--- config.mk ---
export PLATFORM = sky130hd
export DESIGN_NAME = wb_stage_multi
export DESIGN_NICKNAME = d
export VERILOG_FILES = /design/src/rtl/wb_stage_multi_pkg.sv /design/src/rtl/wb_stage_multi_trace.sv /design/src/rtl/wb_stage_multi.sv
export SDC_FILE = /design/constraint.sdc
export NUM_CORES = 1
export LEC_CHECK = 0
export ABC_AREA = 1
export BUFFER_PORTS_ARGS = -buffer_cell sky130_fd_sc_hd__buf_2
export CAP_MARGIN = 20
export CORE_MARGIN = 2
export CORE_UTILIZATION = 40
export DETAILED_ROUTE_END_ITERATION = 8
export SLEW_MARGIN = 20
export SYNTH_ARGS = -nofsm -noshare
export SYNTH_HDL_FRONTEND = slang
export SYNTH_HIERARCHICAL = 1
export SYNTH_SLANG_ARGS = --single-unit
--- constraint.sdc ---
create_clock -name clk -period 9.65 [get_ports clk]
set_input_delay 0.965 -clock clk [delete_from_list [all_inputs] [get_ports clk]]
set_output_delay 0.965 -clock clk [all_outputs]
set_load 0.05 [all_outputs]
--- src/rtl/wb_stage_multi_pkg.sv ---
// Shared width helpers for the multi-lane writeback stage and its trace FIFO.
package wb_stage_multi_pkg;

  // Width of one MEM->WB lane: {lane_valid, w_en, pc, w_data, w_addr}
  function automatic int lane_wd(input int data_w, input int addr_w);
    return 2 + 2 * data_w + addr_w;
  endfunction

  // Width of one WB->RF lane: {byp_valid, rf_we, w_data, w_addr}
  function automatic int rf_lane_wd(input int data_w, input int addr_w);
    return 2 + data_w + addr_w;
  endfunction

  // Width of one trace entry: {w_en, pc, w_data, w_addr} (a lane minus lane_valid)
  function automatic int trace_wd(input int data_w, input int addr_w);
    return 1 + 2 * data_w + addr_w;
  endfunction

  localparam int DEBUG_WEN_W = 4;

endpackage

--- src/rtl/wb_stage_multi_trace.sv ---
// Trace FIFO: up to LANES pushes per cycle compacted in lane order, one pop per
// cycle. DEPTH must be a power of two so the pointers wrap by truncation.
module wb_trace_fifo
  import wb_stage_multi_pkg::*;
#(
  parameter int ENTRY_W = 70,
  parameter int LANES   = 2,
  parameter int DEPTH   = 4
) (
  input  logic                       clk,
  input  logic                       resetn,
  input  logic [LANES-1:0]           push_valid,
  input  logic [LANES*ENTRY_W-1:0]   push_data,
  input  logic                       pop,
  output logic [$clog2(DEPTH):0]     count,
  output logic [ENTRY_W-1:0]         head
);

  localparam int PW = $clog2(DEPTH);
  localparam int CW = PW + 1;

  logic [ENTRY_W-1:0] mem [DEPTH];
  logic [PW-1:0]      rd_ptr;
  logic [PW-1:0]      wr_ptr;
  logic [PW-1:0]      slot [LANES];
  logic [CW-1:0]      n_push;
  logic               pop_eff;

  assign pop_eff = pop & (count != '0);
  assign head    = mem[rd_ptr];

  // Give each valid lane the next free slot so invalid lanes leave no holes
  always_comb begin
    n_push = '0;
    for (int i = 0; i < LANES; i++) begin
      slot[i] = wr_ptr + n_push[PW-1:0];
      if (push_valid[i]) n_push = n_push + CW'(1);
    end
  end

  // Storage: contents are don't-care outside [rd_ptr, rd_ptr+count)
  always_ff @(posedge clk) begin
    for (int i = 0; i < LANES; i++) begin
      if (push_valid[i]) mem[slot[i]] <= push_data[i*ENTRY_W +: ENTRY_W];
    end
  end

  // Pointer and occupancy update; push and pop may coincide even when full
  always_ff @(posedge clk) begin
    if (!resetn) begin
      rd_ptr <= '0;
      wr_ptr <= '0;
      count  <= '0;
    end else begin
      wr_ptr <= wr_ptr + n_push[PW-1:0];
      if (pop_eff) rd_ptr <= rd_ptr + PW'(1);
      count  <= count + n_push - CW'(pop_eff);
    end
  end

endmodule

--- src/rtl/wb_stage_multi.sv ---
// Multi-lane writeback stage: holds one retired bundle for a single cycle,
// drives per-lane RF write/bypass ports with youngest-writer-wins, and
// serialises all valid lanes into the debug trace one per cycle.
module wb_stage_multi
  import wb_stage_multi_pkg::*;
#(
  parameter int DATA_W      = 32,
  parameter int ADDR_W      = 5,
  parameter int LANES       = 2,
  parameter int TRACE_DEPTH = 4
) (
  input  logic                                          clk,
  input  logic                                          resetn,
  input  logic                                          MEM_to_WB_valid,
  input  logic [LANES*lane_wd(DATA_W, ADDR_W)-1:0]      MEM_to_WB_bus,
  output logic                                          WB_allow_in,
  output logic [LANES*rf_lane_wd(DATA_W, ADDR_W)-1:0]   WB_to_RF_bus,
  output logic [DATA_W-1:0]                             debug_wb_pc,
  output logic [DEBUG_WEN_W-1:0]                        debug_wb_rf_wen,
  output logic [ADDR_W-1:0]                             debug_wb_rf_wnum,
  output logic [DATA_W-1:0]                             debug_wb_rf_wdata
);

  localparam int LANE_WD    = lane_wd(DATA_W, ADDR_W);
  localparam int RF_LANE_WD = rf_lane_wd(DATA_W, ADDR_W);
  localparam int TRACE_WD   = trace_wd(DATA_W, ADDR_W);
  localparam int CW         = $clog2(TRACE_DEPTH) + 1;

  // Field positions inside a lane (and inside a trace entry, which shares them)
  localparam int DATA_LSB = ADDR_W;
  localparam int PC_LSB   = ADDR_W + DATA_W;
  localparam int WEN_BIT  = ADDR_W + 2 * DATA_W;
  localparam int LV_BIT   = WEN_BIT + 1;

  logic                      wb_valid;
  logic                      wb_ready_go;
  logic [LANES*LANE_WD-1:0]  bundle_q;
  logic                      accept;
  logic                      room_ok;
  logic [CW-1:0]             fifo_count;
  logic [TRACE_WD-1:0]       fifo_head;
  logic [LANES-1:0]          push_valid;
  logic [LANES*TRACE_WD-1:0] push_data;
  logic [LANES-1:0]          byp_valid;
  logic [LANES-1:0]          rf_we;
  logic [LANES-1:0]          lane_wen;
  logic [ADDR_W-1:0]         lane_addr [LANES];
  logic [DATA_W-1:0]         lane_data [LANES];
  int                        room;

  assign wb_ready_go = 1'b1;
  assign WB_allow_in = room_ok & (~wb_valid | wb_ready_go);
  assign accept      = MEM_to_WB_valid & WB_allow_in;

  // Admission assumes a full bundle: free slots plus the slot freed by this cycle's pop
  always_comb begin
    room    = TRACE_DEPTH - int'(fifo_count) + ((fifo_count != '0) ? 1 : 0);
    room_ok = (room >= LANES);
  end

  // Bundle register; WB_valid lasts exactly one cycle per accepted bundle
  always_ff @(posedge clk) begin
    if (!resetn) begin
      wb_valid <= 1'b0;
      bundle_q <= '0;
    end else begin
      wb_valid <= accept;
      if (accept) bundle_q <= MEM_to_WB_bus;
    end
  end

  // Trace pushes come straight from the incoming bus on accept
  always_comb begin
    push_valid = '0;
    push_data  = '0;
    for (int i = 0; i < LANES; i++) begin
      push_valid[i]                      = accept & MEM_to_WB_bus[i*LANE_WD + LV_BIT];
      push_data[i*TRACE_WD +: TRACE_WD] = MEM_to_WB_bus[i*LANE_WD +: TRACE_WD];
    end
  end

  // Per-lane RF ports; an older lane's write is dropped if a younger lane hits the same register
  always_comb begin
    byp_valid    = '0;
    rf_we        = '0;
    lane_wen     = '0;
    WB_to_RF_bus = '0;
    for (int i = 0; i < LANES; i++) begin
      lane_addr[i] = bundle_q[i*LANE_WD +: ADDR_W];
      lane_data[i] = bundle_q[i*LANE_WD + DATA_LSB +: DATA_W];
      lane_wen[i]  = bundle_q[i*LANE_WD + WEN_BIT];
      byp_valid[i] = wb_valid & bundle_q[i*LANE_WD + LV_BIT];
    end
    for (int i = 0; i < LANES; i++) begin
      rf_we[i] = byp_valid[i] & lane_wen[i];
      for (int j = i + 1; j < LANES; j++) begin
        if (byp_valid[j] && lane_wen[j] && (lane_addr[j] == lane_addr[i])) rf_we[i] = 1'b0;
      end
      WB_to_RF_bus[i*RF_LANE_WD +: RF_LANE_WD] = {byp_valid[i], rf_we[i], lane_data[i], lane_addr[i]};
    end
  end

  wb_trace_fifo #(
    .ENTRY_W (TRACE_WD),
    .LANES   (LANES),
    .DEPTH   (TRACE_DEPTH)
  ) u_fifo (
    .clk        (clk),
    .resetn     (resetn),
    .push_valid (push_valid),
    .push_data  (push_data),
    .pop        (1'b1),
    .count      (fifo_count),
    .head       (fifo_head)
  );

  // Debug trace shows the FIFO head, zeroed while empty
  always_comb begin
    debug_wb_pc       = '0;
    debug_wb_rf_wen   = '0;
    debug_wb_rf_wnum  = '0;
    debug_wb_rf_wdata = '0;
    if (fifo_count != '0) begin
      debug_wb_pc       = fifo_head[PC_LSB +: DATA_W];
      debug_wb_rf_wen   = {DEBUG_WEN_W{fifo_head[WEN_BIT]}};
      debug_wb_rf_wnum  = fifo_head[ADDR_W-1:0];
      debug_wb_rf_wdata = fifo_head[DATA_LSB +: DATA_W];
    end
  end

endmodule

==> impl.org, run 1 <==
** STA
- Setup violations remaining at the end of the flow were counted as 0.
- Slew margin rel. :: 0.339
- Share of the clock period used by the worst path :: 0.485
- Setup slack of the critical path after layout :: 4.97 ns
- Post-layout minimum cycle time :: 4.68 ns
- Setup repair after global routing left no endpoint under its margin.
- Final max-slew violation count :: 0
- Pin slew with the least headroom to its limit :: 0.992 ns
- The number of endpoints with negative hold slack in the final report was 0.
- Worst-case clock skew :: 0.0151 ns
- Timing would allow up to 214 MHz.
- In the final timing run, aggregate negative setup slack is 0 ns.

** Drt
- Residual antenna-violating net count after detailed routing :: 0
- In this run, the number of DRC markers left after iteration 0 of detailed routing was 998.
- Wire length per cell :: 17.2 um
- Iteration count of the initial detailed-routing pass :: 5
- The routed design has 52.6 mm of wire.
- Vias per Instance :: 4.91
- Via count of the routed design :: 15000
- In the routed design, unresolved DRC markers number 0.

** Worst setup path
- The worst setup path is launched from a flop.
- Tracing the worst setup path back leads to its startpoint at u_fifo/count[0]$_SDFF_PN0_.
- Worst path buffer plus inverter count :: 5
- Cells traversed along the worst timing path :: inv_1 > ha_1 > ha_4 > inv_4 > nand2_2 > nand2_1 > nand2_1 > nand4_4 > nand4_1 > inv_1 > ha_1 > nor2_1 > nand2_4 > o21ai_4 > buf_4 > buf_12
- For this run, the slowest stage of the critical path takes 0.81 ns.
- Data on the critical path is required at its endpoint by 9.89 ns.
- Worst-path cell with the longest stage delay :: sky130_fd_sc_hd__ha_4
- Worst Path Arrival :: 4.92 ns
- The startpoint identified for the worst register-to-register timing path is u_fifo/count[0]$_SDFF_PN0_.
- The worst setup path is captured at a flop.
- Top delay family on crit path :: simple AND/OR/NAND/NOR gates
- The worst setup path is of the reg -> reg kind.
- Along the worst path, the maximum fanout reaches 82.

** Yosys
- After synthesis, the share of cell area in mux cells is 0.
- The Yosys step of the flow raised 6 warnings.
- A synthesized cell averages 8.95 um^2.
- After synthesis the cells add up to 19800 um^2.
- The share of the Yosys chip area taken by registers is 0.513.
- After synthesis, the largest family of logic cells by area is simple AND/OR/NAND/NOR gates.
- The compound-cell area share of the yosys netlist came to 0.136.
- Count of different cell masters after synthesis :: 36
- Gate count after technology mapping :: 2215
- Flop and latch count out of synthesis :: 368
- Of the total synthesized cell area, the portion taken by XOR and XNOR cells is 0.000883.
- Adder-cell area share of the yosys netlist :: 0.00732
- Simple-Gate Fraction of Synth Area :: 0.212

** GRT
- The number of global-route vias before repair is 14800.
- Pin count of the biggest net entering global routing :: 112
- Antenna violations before repair :: 4
- Global routing finished with a remaining overflow of 0.
- Tot GR Track Use :: 0.205
- The first global-routing pass estimated 81.4 mm of wire.

** Clocking
- TritonCTS built the clock tree.
- At the later pin of the worst-skew pair, clock insertion delay measures 0.57 ns.
- The tree built by TritonCTS fans out to 368 sinks.
- Clock buffers created by TritonCTS :: 44
- Once the clock tree was built, the resizer swapped 0 gates to a different size.
- The number of hold buffers added after CTS was 0.
- Clock-pin slew was measured on the worst setup and hold paths at 0.06 ns.
- The longest clock path from root to sink contains 3 buffers.
- Depth of the CTS H-tree :: 2
- The root buffer cell chosen for the clock tree is sky130_fd_sc_hd__clkbuf_16.
- Post-CTS timing repair inserted 0 buffers for setup.

** Pwr
- Final total power :: 7.94 mW
- Summed over all cells, the static leakage comes to 9.99 nW.
- Switching share of power :: 0.471
- Peak supply drop :: 188 uV
- For this design the total switching power over the nets is 3.74 mW.
- The share of total power dissipated in combinational logic is 0.483.
- The share of total power dissipated in sequential elements is 0.299.
- Power per cell area :: 356 nW/um^2
- Internal power :: 4.20 mW
- The share of total power dissipated in the clock network is 0.218.

** Worst hold path
- Path type of the worst min-delay path :: reg -> reg
- Launch instance of the worst min-delay path :: bundle_q[70]$_SDFFE_PN0P_

** Place
- Instance area at placement :: 20700 um^2
- Detailed placement ended at an HPWL of 32.3 mm.
- The congestion estimate from routability-driven global placement came to 0.764.
- At the placement stage, the worst setup path has a slack of 4.71 ns.
- Input/output buffers :: 296

** Run
- Across the run, the number of max-cap violations was 0.

** Layout
- Once layout is done, the placed cells without fillers occupy 22300 um^2.
- In the final layout, flip-flops and latches occupy 10200 um^2.
- In the final layout, the share of cells above drive strength 1 is 0.267.
- At the end of the flow, the number of nets in the layout was 2517.
- After filler insertion, the fill cell instance count of the layout stands at 4768.
- Total area of multi-input combinational cells :: 7160 um^2
- Relative to the synthesized area, the layout overhead comes to 12.4%.

** Die
- Die Y-Extent :: 227 um
- Horizontal extent of the die :: 227 um
- Row generation in the floorplan step produced 81 rows.
- Pin placement for this block handled 297 I/O pins.
- Placeable core area :: 49000 um^2
- The die covers 51400 um^2.
- For this configuration, the core starts out at a cell density of 0.405.

** Run status
- The flow ran to the end, and the final reports show no timing, DRC or antenna violations.
per-layer routing:
metal	up-vias	global-route usage	wire length, um
li1	7428	-	-
met3	74	0.0438	3590
met1	7069	0.260	22700
met5	-	0	33
met2	458	0.350	25200
met4	6	0.0594	1060
final timing paths:
kind | end | slack [ns] | depth (start not counted)
min reg2reg | bundle_q[70]$_SDFFE_PN0P_ | 0.47 | 2
max | u_fifo/mem[0][63]$_DFFE_PP_ | 4.97 | 16
min | bundle_q[70]$_SDFFE_PN0P_ | 0.47 | 2
max reg2reg | u_fifo/mem[0][63]$_DFFE_PP_ | 4.97 | 16
registers in the layout, summed over array words and instances, names as in the netlist, named ones only:
name           flops
u_fifo/wr_ptr      2
u_fifo/rd_ptr      2
u_fifo/count       3
u_fifo/mem       280
bundle_q          78
wb_valid           1
synthesized netlist by cell type:
| library cell | count | area, um^2 |
|---|---|---|
| sky130_fd_sc_hd__xor2_1 | 1 | 8.76 |
| sky130_fd_sc_hd__dfxtp_1 | 88 | 1760 |
| sky130_fd_sc_hd__o21ai_1 | 62 | 310 |
| sky130_fd_sc_hd__buf_6 | 37 | 417 |
| sky130_fd_sc_hd__nand2_2 | 78 | 488 |
| sky130_fd_sc_hd__and2_1 | 1 | 6.26 |
| sky130_fd_sc_hd__a21boi_0 | 1 | 7.51 |
| sky130_fd_sc_hd__o31ai_1 | 2 | 15.0 |
| sky130_fd_sc_hd__nand3_4 | 1 | 17.5 |
| sky130_fd_sc_hd__inv_4 | 1 | 6.26 |
| sky130_fd_sc_hd__fa_1 | 1 | 20.0 |
| sky130_fd_sc_hd__nor4_1 | 1 | 6.26 |
| sky130_fd_sc_hd__nand2_1 | 324 | 1220 |
| sky130_fd_sc_hd__or2_2 | 1 | 6.26 |
| sky130_fd_sc_hd__ha_1 | 10 | 125 |
| sky130_fd_sc_hd__o22ai_1 | 70 | 438 |
| sky130_fd_sc_hd__nand3_1 | 4 | 20.0 |
| sky130_fd_sc_hd__edfxtp_1 | 280 | 8410 |
| sky130_fd_sc_hd__a21oi_1 | 7 | 35.0 |
| sky130_fd_sc_hd__conb_1 | 1 | 3.75 |
| sky130_fd_sc_hd__xnor2_1 | 1 | 8.76 |
| sky130_fd_sc_hd__inv_2 | 4 | 15.0 |
| sky130_fd_sc_hd__nand2_4 | 71 | 800 |
| sky130_fd_sc_hd__buf_4 | 89 | 668 |
| sky130_fd_sc_hd__clkbuf_1 | 59 | 221 |
| sky130_fd_sc_hd__buf_8 | 5 | 75.1 |
| sky130_fd_sc_hd__o21ai_2 | 23 | 201 |
| sky130_fd_sc_hd__nand4_1 | 4 | 25.0 |
| sky130_fd_sc_hd__buf_12 | 9 | 180 |
| sky130_fd_sc_hd__nor2_2 | 72 | 450 |
| sky130_fd_sc_hd__nor2_1 | 306 | 1150 |
| sky130_fd_sc_hd__buf_2 | 15 | 75.1 |
| sky130_fd_sc_hd__clkbuf_2 | 1 | 5.00 |
| sky130_fd_sc_hd__inv_1 | 245 | 920 |
| sky130_fd_sc_hd__nand4_4 | 1 | 21.3 |
| sky130_fd_sc_hd__o21ai_0 | 339 | 1700 |
cell type report:
cell class / count / share of cell area
sequential: 368 / 0.457
multi-input combinational: 1384 / 0.321
timing repair buffer: 313 / 0.0736
clock buffer: 68 / 0.0618
inverter: 250 / 0.0423
tap: 664 / 0.0373
clock inverter: 14 / 0.00713
antenna: 1 / 0.000112
per-stage QoR:
step            util  hold slack (ns)  std cells
5_1_grt        0.455            0.505       3062
3_3_place_gp   0.423            0.460       2978
4_1_cts        0.455            0.478       3060
3_5_place_dp   0.423            0.470       2978
6_report       0.455            0.472       3062
2_1_floorplan      -            0.438       2217
layout by cell type (no fill, tap or decap), types with 9 or more instances in the layout:
| cell | n |
|---|---|
| sky130_fd_sc_hd__edfxtp_1 | 280 |
| sky130_fd_sc_hd__nand2_2 | 75 |
| sky130_fd_sc_hd__o22ai_1 | 70 |
| sky130_fd_sc_hd__inv_1 | 244 |
| sky130_fd_sc_hd__o21ai_0 | 338 |
| sky130_fd_sc_hd__dfxtp_1 | 86 |
| sky130_fd_sc_hd__o21ai_1 | 62 |
| sky130_fd_sc_hd__buf_4 | 15 |
| sky130_fd_sc_hd__clkbuf_16 | 48 |
| sky130_fd_sc_hd__nand2_4 | 74 |
| sky130_fd_sc_hd__buf_2 | 295 |
| sky130_fd_sc_hd__nor2_2 | 72 |
| sky130_fd_sc_hd__o21ai_2 | 22 |
| sky130_fd_sc_hd__nor2_1 | 306 |
| sky130_fd_sc_hd__ha_1 | 9 |
| sky130_fd_sc_hd__clkbuf_1 | 10 |
| sky130_fd_sc_hd__nand2_1 | 324 |
| sky130_fd_sc_hd__clkbuf_8 | 10 |
worst min-delay path: stages, from the launching register on:
cell and delay [ns]:
sky130_fd_sc_hd__dfxtp_1 0.31, sky130_fd_sc_hd__nand2_1 0.06, sky130_fd_sc_hd__a21oi_1 0.05
power by group through the flow:
stage	clock [mW]	combinational [mW]	sequential, mW
after floorplan	0	3.35	2.38
after global placement	0	3.80	2.39
after detailed placement	0	3.87	2.41
after CTS	1.77	3.88	2.38
after global routing	1.83	4.17	2.41
final	1.73	3.84	2.37
cell families (layout without fill, tap and decap cells):
group / count (synthesis) / after routing
simple gates: 864 / 864
compound gates: 504 / 504
buf+inv: 465 / 645
flops: 368 / 368
fa+ha+maj: 11 / 11
xor+xnor: 2 / 2
other cells: 1 / 4
Power figures use the tool's default switching activity.
==> run 2: changes to the inputs <==
==> constraint.sdc (replaced) <==
create_clock -name clk -period 4.1 [get_ports clk]
set_input_delay 0.41 -clock clk [delete_from_list [all_inputs] [get_ports clk]]
set_output_delay 0.41 -clock clk [all_outputs]
set_load 0.05 [all_outputs]
==> run 2 against run 1 <==
Register-to-register slack worse by 4.5 ns. Non-clock buffer count up 14. Maximum frequency up 28%. Hold slack worse by 0.38 ns. Critical path depth up 3. First-iteration DRC count up 16%. Sequential power up 130%. Flip-flop and latch count unchanged. Critical endpoint is now u_fifo/count[2]$_SDFF_PN0_. Highest routed layer unchanged.
==> impl.org, run 2 (synthesis gave the netlist of run 1 again) <==
** Run status
- Outcome :: finished, final reports clean

** Layout
- Max reg flops :: 280
- Most used cells in the layout excluding fill and tap cells :: sky130_fd_sc_hd__o21ai_0, sky130_fd_sc_hd__nand2_1, sky130_fd_sc_hd__nor2_1, sky130_fd_sc_hd__buf_2, sky130_fd_sc_hd__edfxtp_1
- Most common cell after layout, fill and taps aside :: sky130_fd_sc_hd__o21ai_0
- Share of final-layout standard cells stronger than drive strength 1 :: 0.268
- From synthesis to final layout, the design area changed by 12.7%.
- Summing all non-filler instances in the final layout gives an area of 22400 um^2.
- Final std cells w/o fill :: 3075
- Net count of the finished layout :: 2530

** Clocking
- Setup repair bufs after CTS :: 0
- The tree is rooted in a sky130_fd_sc_hd__clkbuf_16.
- The longest clock path from root to sink contains 3 buffers.
- Post-CTS Resized :: 0
- In this run the number of H-tree levels came out at 2.
- CTS saw 368 sinks.
- Buffers inserted to repair hold after CTS numbered 0.
- Clock buffers created by TritonCTS :: 43
- Clk pin slew, worst setup/hold paths :: 0.06 ns
- Clock tree from TritonCTS :: done
- Clock network latency to the later pin of the worst-skew pair :: 0.57 ns

** Drt
- The count of nets left with antenna violations once routing finished came out at 0.
- Count of unresolved DRC violations after routing :: 0
- For this run, the detailed router's first-pass iteration total came to 5.
- Vias per Instance :: 4.94
- After detailed routing, the total wire length is 53.3 mm.
- The detailed router placed 15200 vias in this run.
- Number of DRC markers after the initial detailed-route iteration :: 1154
- Wire length per cell :: 17.3 um

** Die
- The floorplan step set the die height to 227 um.
- The initial utilization of the core area, before any placement, comes to 0.405.
- Measured along the x axis, the die boundary spans 227 um.
- Placeable core area :: 49000 um^2
- The die covers 51400 um^2.
- 297 I/O pins were placed.
- Placement row count :: 81

** STA
- The final count of pins violating max slew came to 0.
- Across the routed clock network, the largest skew measured is 0.0137 ns.
- The worst pin sits at a relative slew slack of 0.338.
- Unrepaired setup endpoints after global routing :: false
- Static timing analysis puts the maximum clock frequency at 272 MHz.
- The number of endpoints with negative hold slack in the final report came to 0.
- Setup violators final :: 0
- At the pin with the least slew margin, the transition time is 0.993 ns.
- The worst path needs 3.67 ns of the cycle, external delays included.
- Share of the clock period used by the worst path :: 0.895

** Worst hold path
- Endpoint of the worst hold-timing path :: bundle_q[75]$_SDFFE_PN0P_
- Hold path depth :: 3
- Launch instance of the worst min-delay path :: MEM_to_WB_bus[75]
- In this run the worst hold path is classified as in -> reg.

** GRT
- The number of global-route vias before repair came to 14700.
- For this run, the total global-route usage over all layers was measured as 0.207.
- Global routing finished with a remaining overflow of 0.
- Entering global routing, the biggest net connects 141 pins.
- Wire length of the first global-routing pass :: 82.2 mm
- The number of antenna violations at the first check in global routing is 7.

** Pwr
- Leakage component of the power :: 10.0 nW
- Peak supply drop :: 547 uV
- In this run the power density over the cells is 833 nW/um^2.

** Place
- Placed Instances :: 2993
- Summed over all nets, the half-perimeter wirelength after detailed placement is 32.5 mm.
- Last weighted congestion value of the routability-driven placer :: 0.784
- In this run the cell area measured after placement is 20900 um^2.
- Input and output buffers added on the ports amount to 296.

** Worst setup path
- At the worst endpoint, the arrival time is 4.13 ns.
- Along the worst path, the maximum fanout reaches 9.
- The endpoint identified for the worst register-to-register timing path is u_fifo/count[2]$_SDFF_PN0_.
- The startpoint identified for the worst register-to-register timing path is u_fifo/count[0]$_SDFF_PN0_.
- Endpoint class of the critical path :: flop
- At the worst endpoint, the required time is 4.56 ns.
- The critical path in this run is classified as reg -> reg.
- For flop-to-flop paths, the worst setup slack is 0.43 ns.
- The number of cells on the worst reg-to-reg path is 19.
- Type of element launching the critical path :: flop

** Run
- Across the run, the number of max-cap violations was 0.
[run 2: final cells by class]
type / count / area [um^2]
clock buffer: 58 / 1140
tap: 664 / 831
multi-input combinational: 1384 / 7170
clock inverter: 21 / 254
inverter: 250 / 943
timing repair buffer: 327 / 1830
sequential: 368 / 10200
fill: 4768 / 26600
antenna: 3 / 7.51
[run 2: worst max-delay path, stage by stage (launching register included)]
cell	delay, ns
sky130_fd_sc_hd__dfxtp_1	0.51
sky130_fd_sc_hd__inv_1	0.09
sky130_fd_sc_hd__ha_1	0.24
sky130_fd_sc_hd__ha_4	0.29
sky130_fd_sc_hd__inv_2	0.04
sky130_fd_sc_hd__nand2_1	0.05
sky130_fd_sc_hd__nand2_1	0.05
sky130_fd_sc_hd__nor2_2	0.13
sky130_fd_sc_hd__nand4_4	0.14
sky130_fd_sc_hd__nand4_1	0.12
sky130_fd_sc_hd__inv_1	0.09
sky130_fd_sc_hd__ha_1	0.31
sky130_fd_sc_hd__inv_1	0.05
sky130_fd_sc_hd__ha_1	0.26
sky130_fd_sc_hd__inv_1	0.04
sky130_fd_sc_hd__ha_1	0.20
sky130_fd_sc_hd__fa_1	0.44
sky130_fd_sc_hd__or2_2	0.32
sky130_fd_sc_hd__a21oi_1	0.14
sky130_fd_sc_hd__nor2_1	0.06
[run 2: worst max-delay path by stage]
| stage | from | endpoint | slack [ns] | depth (start not counted) |
|---|---|---|---|---|
| after floorplan | u_fifo/count[0]$_SDFF_PN0_ | u_fifo/mem[2][0]$_DFFE_PP_ | -1.18 | 12 |
| after global placement | u_fifo/count[0]$_SDFF_PN0_ | u_fifo/count[2]$_SDFF_PN0_ | 0.50 | 19 |
| after detailed placement | u_fifo/count[0]$_SDFF_PN0_ | u_fifo/count[2]$_SDFF_PN0_ | 0.44 | 20 |
| after CTS | u_fifo/count[0]$_SDFF_PN0_ | u_fifo/mem[2][5]$_DFFE_PP_ | 0.43 | 16 |
| after global routing | u_fifo/count[0]$_SDFF_PN0_ | u_fifo/mem[2][6]$_DFFE_PP_ | 0.16 | 16 |
| final | u_fifo/count[0]$_SDFF_PN0_ | u_fifo/count[2]$_SDFF_PN0_ | 0.43 | 19 |
[run 2: metal layers]
metal	global-route usage	vias to the layer above	routed length (um)
li1	-	7454	-
met2	0.343	488	25000
met4	0.0613	6	1090
met3	0.0430	81	3810
met1	0.274	7173	23400
met5	0	-	40
[run 2: report_power, final]
group | internal, mW | total [mW] | switching (mW)
clock network | 2.28 | 3.84 | 1.57
logic | 2.28 | 9.22 | 6.94
registers | 5.18 | 5.56 | 0.375
[run 2: per-stage QoR]
stage               hold slack [ns]  setup TNS, ns  setup WS, ns  power (mW)  utilization
floorplan                     0.438        -164.51         -1.18        13.5            -
global placement              0.460              0         0.502        14.8        0.428
detailed placement            0.485              0         0.444        14.9        0.428
CTS                          0.0542              0         0.432        18.8        0.456
global route                 0.0805              0         0.160        19.7        0.456
finish                       0.0886              0         0.429        18.6        0.457
==> run 3: changes to the inputs <==
--- a/config.mk
+++ b/config.mk
@@ -11,6 +11,7 @@
 export CORE_MARGIN = 2
 export CORE_UTILIZATION = 40
 export DETAILED_ROUTE_END_ITERATION = 8
+export RECOVER_POWER = 100
 export SLEW_MARGIN = 20
 export SYNTH_ARGS = -nofsm -noshare
 export SYNTH_HDL_FRONTEND = slang
==> run 3 against run 2 <==
The flow now finishes with violations (capacitance limit, slew limit). Critical path depth is the same. Setup slack worse by 0.073 ns. Total power down 0.90%. Hold slack lost 0.00091 ns. Maximum frequency decreased by 2.0%. Cell count unchanged. Global-route usage stayed put. Register-to-register slack worse by 0.07 ns. Die area stayed put. Sequential share of layout area up 0.70 points. Critical path type unchanged. Largest power group unchanged.
==> impl.org, run 3 (synthesis gave the netlist of run 1 again) <==
** Pwr
- The share of total power dissipated in combinational logic is 0.490.
- Peak supply drop :: 466 uV
- The completed layout was analyzed and its total power is 18.5 mW.
- Proportion of power drawn by flip-flops and latches :: 0.301
- Of the total power, the share spent switching nets is 0.479.
- Of the total power, the clock network draws 0.208.
- Summed over all nets, the switching power comes to 8.84 mW.
- Internal power :: 9.62 mW
- For this design the ratio of total power to cell area is 838 nW/um^2.
- The analysis attributes to cell leakage a power of 9.55 nW.

** Place
- Input/output buffers :: 296
- Instance area at placement :: 20900 um^2
- The HPWL after detailed placement is 32.5 mm.
- Worst slack at placement :: 0.444 ns
- Last weighted congestion value of the routability-driven placer :: 0.784

** STA
- F_max :: 267 MHz
- Setup violations remaining at the end of the flow were counted as 0.
- After layout, the worst setup slack is 0.356 ns.
- Headroom to the max-slew limit came out at -0.235.
- For the final database, setup skew stands at 0.0131 ns.
- Share of the clock period used by the worst path :: 0.913
- For the pin with the worst max-slew slack, the measured transition is 1.85 ns.
- Unrepaired setup endpoints after global routing :: false
- The worst path needs 3.74 ns of the cycle, external delays included.
- Final hold slack :: 0.0877 ns
- The final count of pins violating max slew was 154.
- Number of failing hold endpoints at the final stage :: 0

** Worst hold path
- Path type of the worst min-delay path :: in -> reg
- Hold path depth :: 3
- The path with the worst hold slack has its endpoint at bundle_q[103]$_SDFFE_PN0P_.
- Launch instance of the worst min-delay path :: MEM_to_WB_bus[103]

** GRT
- For this run, the total global-route usage over all layers was measured as 0.207.
- Most crowded layer after global routing :: met2
- Entering global routing, the biggest net connects 141 pins.
- The first global-routing pass estimated 82.2 mm of wire.
- In the global route stage, met2 resource usage came out at 0.343.
- In the global route stage, met1 resource usage came out at 0.274.
- For this run, global-route usage on met3 was measured as 0.0430.
- The number of global-route vias before repair is 14700.
- For this run the aggregate overflow at the end of global routing stands at 0.
- Antenna violations before repair :: 7

** Layout
- Leaving out fill and tap cells, the most frequent cells in the layout are sky130_fd_sc_hd__o21ai_0, sky130_fd_sc_hd__nand2_1, sky130_fd_sc_hd__nor2_1, sky130_fd_sc_hd__edfxtp_1, sky130_fd_sc_hd__inv_1.
- Final core utilization :: 0.450
- The register with the most flip-flops in the layout has 280 of them.
- Once layout is done, the placed cells without fillers occupy 22000 um^2.
- Net count of the finished layout :: 2530
- Most common cell after layout, fill and taps aside :: sky130_fd_sc_hd__o21ai_0
- Of the cells placed in the final design, the portion with a size suffix greater than 1 is 0.213.
- Compared with the post-synthesis result, the final layout area differs by 11.0%.

** Worst setup path
- Crit Path Category :: reg -> reg
- Along the worst path, the maximum fanout reaches 9.
- Type of element launching the critical path :: flop
- The worst register-to-register path has a setup slack of 0.36 ns.
- Worst Path Arrival :: 4.21 ns
- Launch point of the worst reg-to-reg path :: u_fifo/count[0]$_SDFF_PN0_
- The worst setup path is captured at a flop.
- For the worst setup path, the data required time is 4.56 ns.
- Capture instance of the worst register-to-register path :: u_fifo/count[2]$_SDFF_PN0_
- Reg2Reg Depth :: 19

** Drt
- Final routed wirelength across all metal layers :: 53.3 mm
- Iteration count of the initial detailed-routing pass :: 5
- Dividing the detail-routed wire length by the instance count gives 17.3 um.
- Count of unresolved DRC violations after routing :: 0
- Residual antenna-violating net count after detailed routing :: 0
- Number of DRC markers after the initial detailed-route iteration :: 1210
- Using the TritonRoute via totals, the vias-per-cell ratio works out to 4.95.
- The routed layout has 15200 vias.

** Clocking
- Clock network latency to the later pin of the worst-skew pair :: 0.57 ns
- The H-tree was split into 2 levels.
- Clock-pin slew was measured on the worst setup and hold paths at 0.06 ns.
- Buffers inserted to repair hold after CTS numbered 0.
- Clock sink count :: 368
- Post-CTS Resized :: 0
- TritonCTS built the clock tree.
- The cell sitting at the root of the clock tree is a sky130_fd_sc_hd__clkbuf_16.
- Clock buffers created by TritonCTS :: 43
- Counting along the longest clock path gives a buffer depth of 3.
- Post-CTS timing repair inserted 0 buffers for setup.

** Die
- Area of the die :: 51400 um^2
- The die is 227 um wide.
- Placement row count :: 81
- Die Y-Extent :: 227 um
- The floorplan step defined a core boundary enclosing 49000 um^2.
- During I/O placement, the number of pins put on the boundary was 297.
- Starting density of the core :: 0.405

** Run
- Reported max-cap violation count :: 2

** Run status
- Failing checks :: capacitance limit, slew limit
- Outcome :: finished, violations left
==> run 3: final cells by class <==
type / count / area (um^2)
diodes: 3 / 7.51
clock inverters: 21 / 254
repair buffers: 327 / 1620
clock buffers: 58 / 1140
fillers: 4864 / 26900
inverters: 250 / 943
multi-input cells: 1384 / 7030
well taps: 664 / 831
flip-flops and latches: 368 / 10200
==> run 3: how the worst max path moves through the flow <==
| stage | start | end | slack, ns | depth (start not counted) |
|---|---|---|---|---|
| global route | flop | debug_wb_pc[22] | 0.08 | 7 |
| CTS | u_fifo/count[0]$_SDFF_PN0_ | u_fifo/mem[2][5]$_DFFE_PP_ | 0.43 | 16 |
| detailed placement | u_fifo/count[0]$_SDFF_PN0_ | u_fifo/count[2]$_SDFF_PN0_ | 0.44 | 20 |
| floorplan | u_fifo/count[0]$_SDFF_PN0_ | u_fifo/mem[2][0]$_DFFE_PP_ | -1.18 | 12 |
| global placement | u_fifo/count[0]$_SDFF_PN0_ | u_fifo/count[2]$_SDFF_PN0_ | 0.50 | 19 |
| finish | u_fifo/count[0]$_SDFF_PN0_ | u_fifo/count[2]$_SDFF_PN0_ | 0.36 | 19 |
==> run 3: metrics by stage <==
step / TNS, ns / std cells
final: 0 / 3075
after detailed placement: 0 / 2993
after global placement: 0 / 2993
after floorplan: -164.51 / 2217
after global routing: 0 / 3073
after CTS: 0 / 3072
==> run 3: power groups by stage <==
| stage | combinational (mW) | clock [mW] | sequential (mW) |
|---|---|---|---|
| CTS | 9.34 | 3.94 | 5.57 |
| floorplan | 7.90 | 0 | 5.55 |
| finish | 9.04 | 3.85 | 5.56 |
| global route | 9.85 | 4.07 | 5.66 |
| detailed placement | 9.31 | 0 | 5.63 |
| global placement | 9.15 | 0 | 5.60 |
==> run 3: layer usage <==
| metal | share of wire | vias to the layer above |
|---|---|---|
| li1 | - | 7450 |
| met1 | 0.44 | 7183 |
| met2 | 0.47 | 485 |
| met3 | 0.069 | 84 |
| met4 | 0.021 | 6 |
| met5 | 0.00075 | - |
==> run 3: critical path: stages, from the launching register on <==
cell and delay [ns]:
sky130_fd_sc_hd__dfxtp_1 0.52, sky130_fd_sc_hd__inv_1 0.09, sky130_fd_sc_hd__ha_1 0.24, sky130_fd_sc_hd__ha_4 0.28
sky130_fd_sc_hd__inv_1 0.06, sky130_fd_sc_hd__nand2_1 0.06, sky130_fd_sc_hd__nand2_1 0.06, sky130_fd_sc_hd__nor2_1 0.18
sky130_fd_sc_hd__nand4_4 0.14, sky130_fd_sc_hd__nand4_1 0.11, sky130_fd_sc_hd__inv_1 0.09, sky130_fd_sc_hd__ha_1 0.31
sky130_fd_sc_hd__inv_1 0.05, sky130_fd_sc_hd__ha_1 0.26, sky130_fd_sc_hd__inv_1 0.04, sky130_fd_sc_hd__ha_1 0.20
sky130_fd_sc_hd__fa_1 0.44, sky130_fd_sc_hd__or2_2 0.32, sky130_fd_sc_hd__a21oi_1 0.14, sky130_fd_sc_hd__nor2_1 0.06
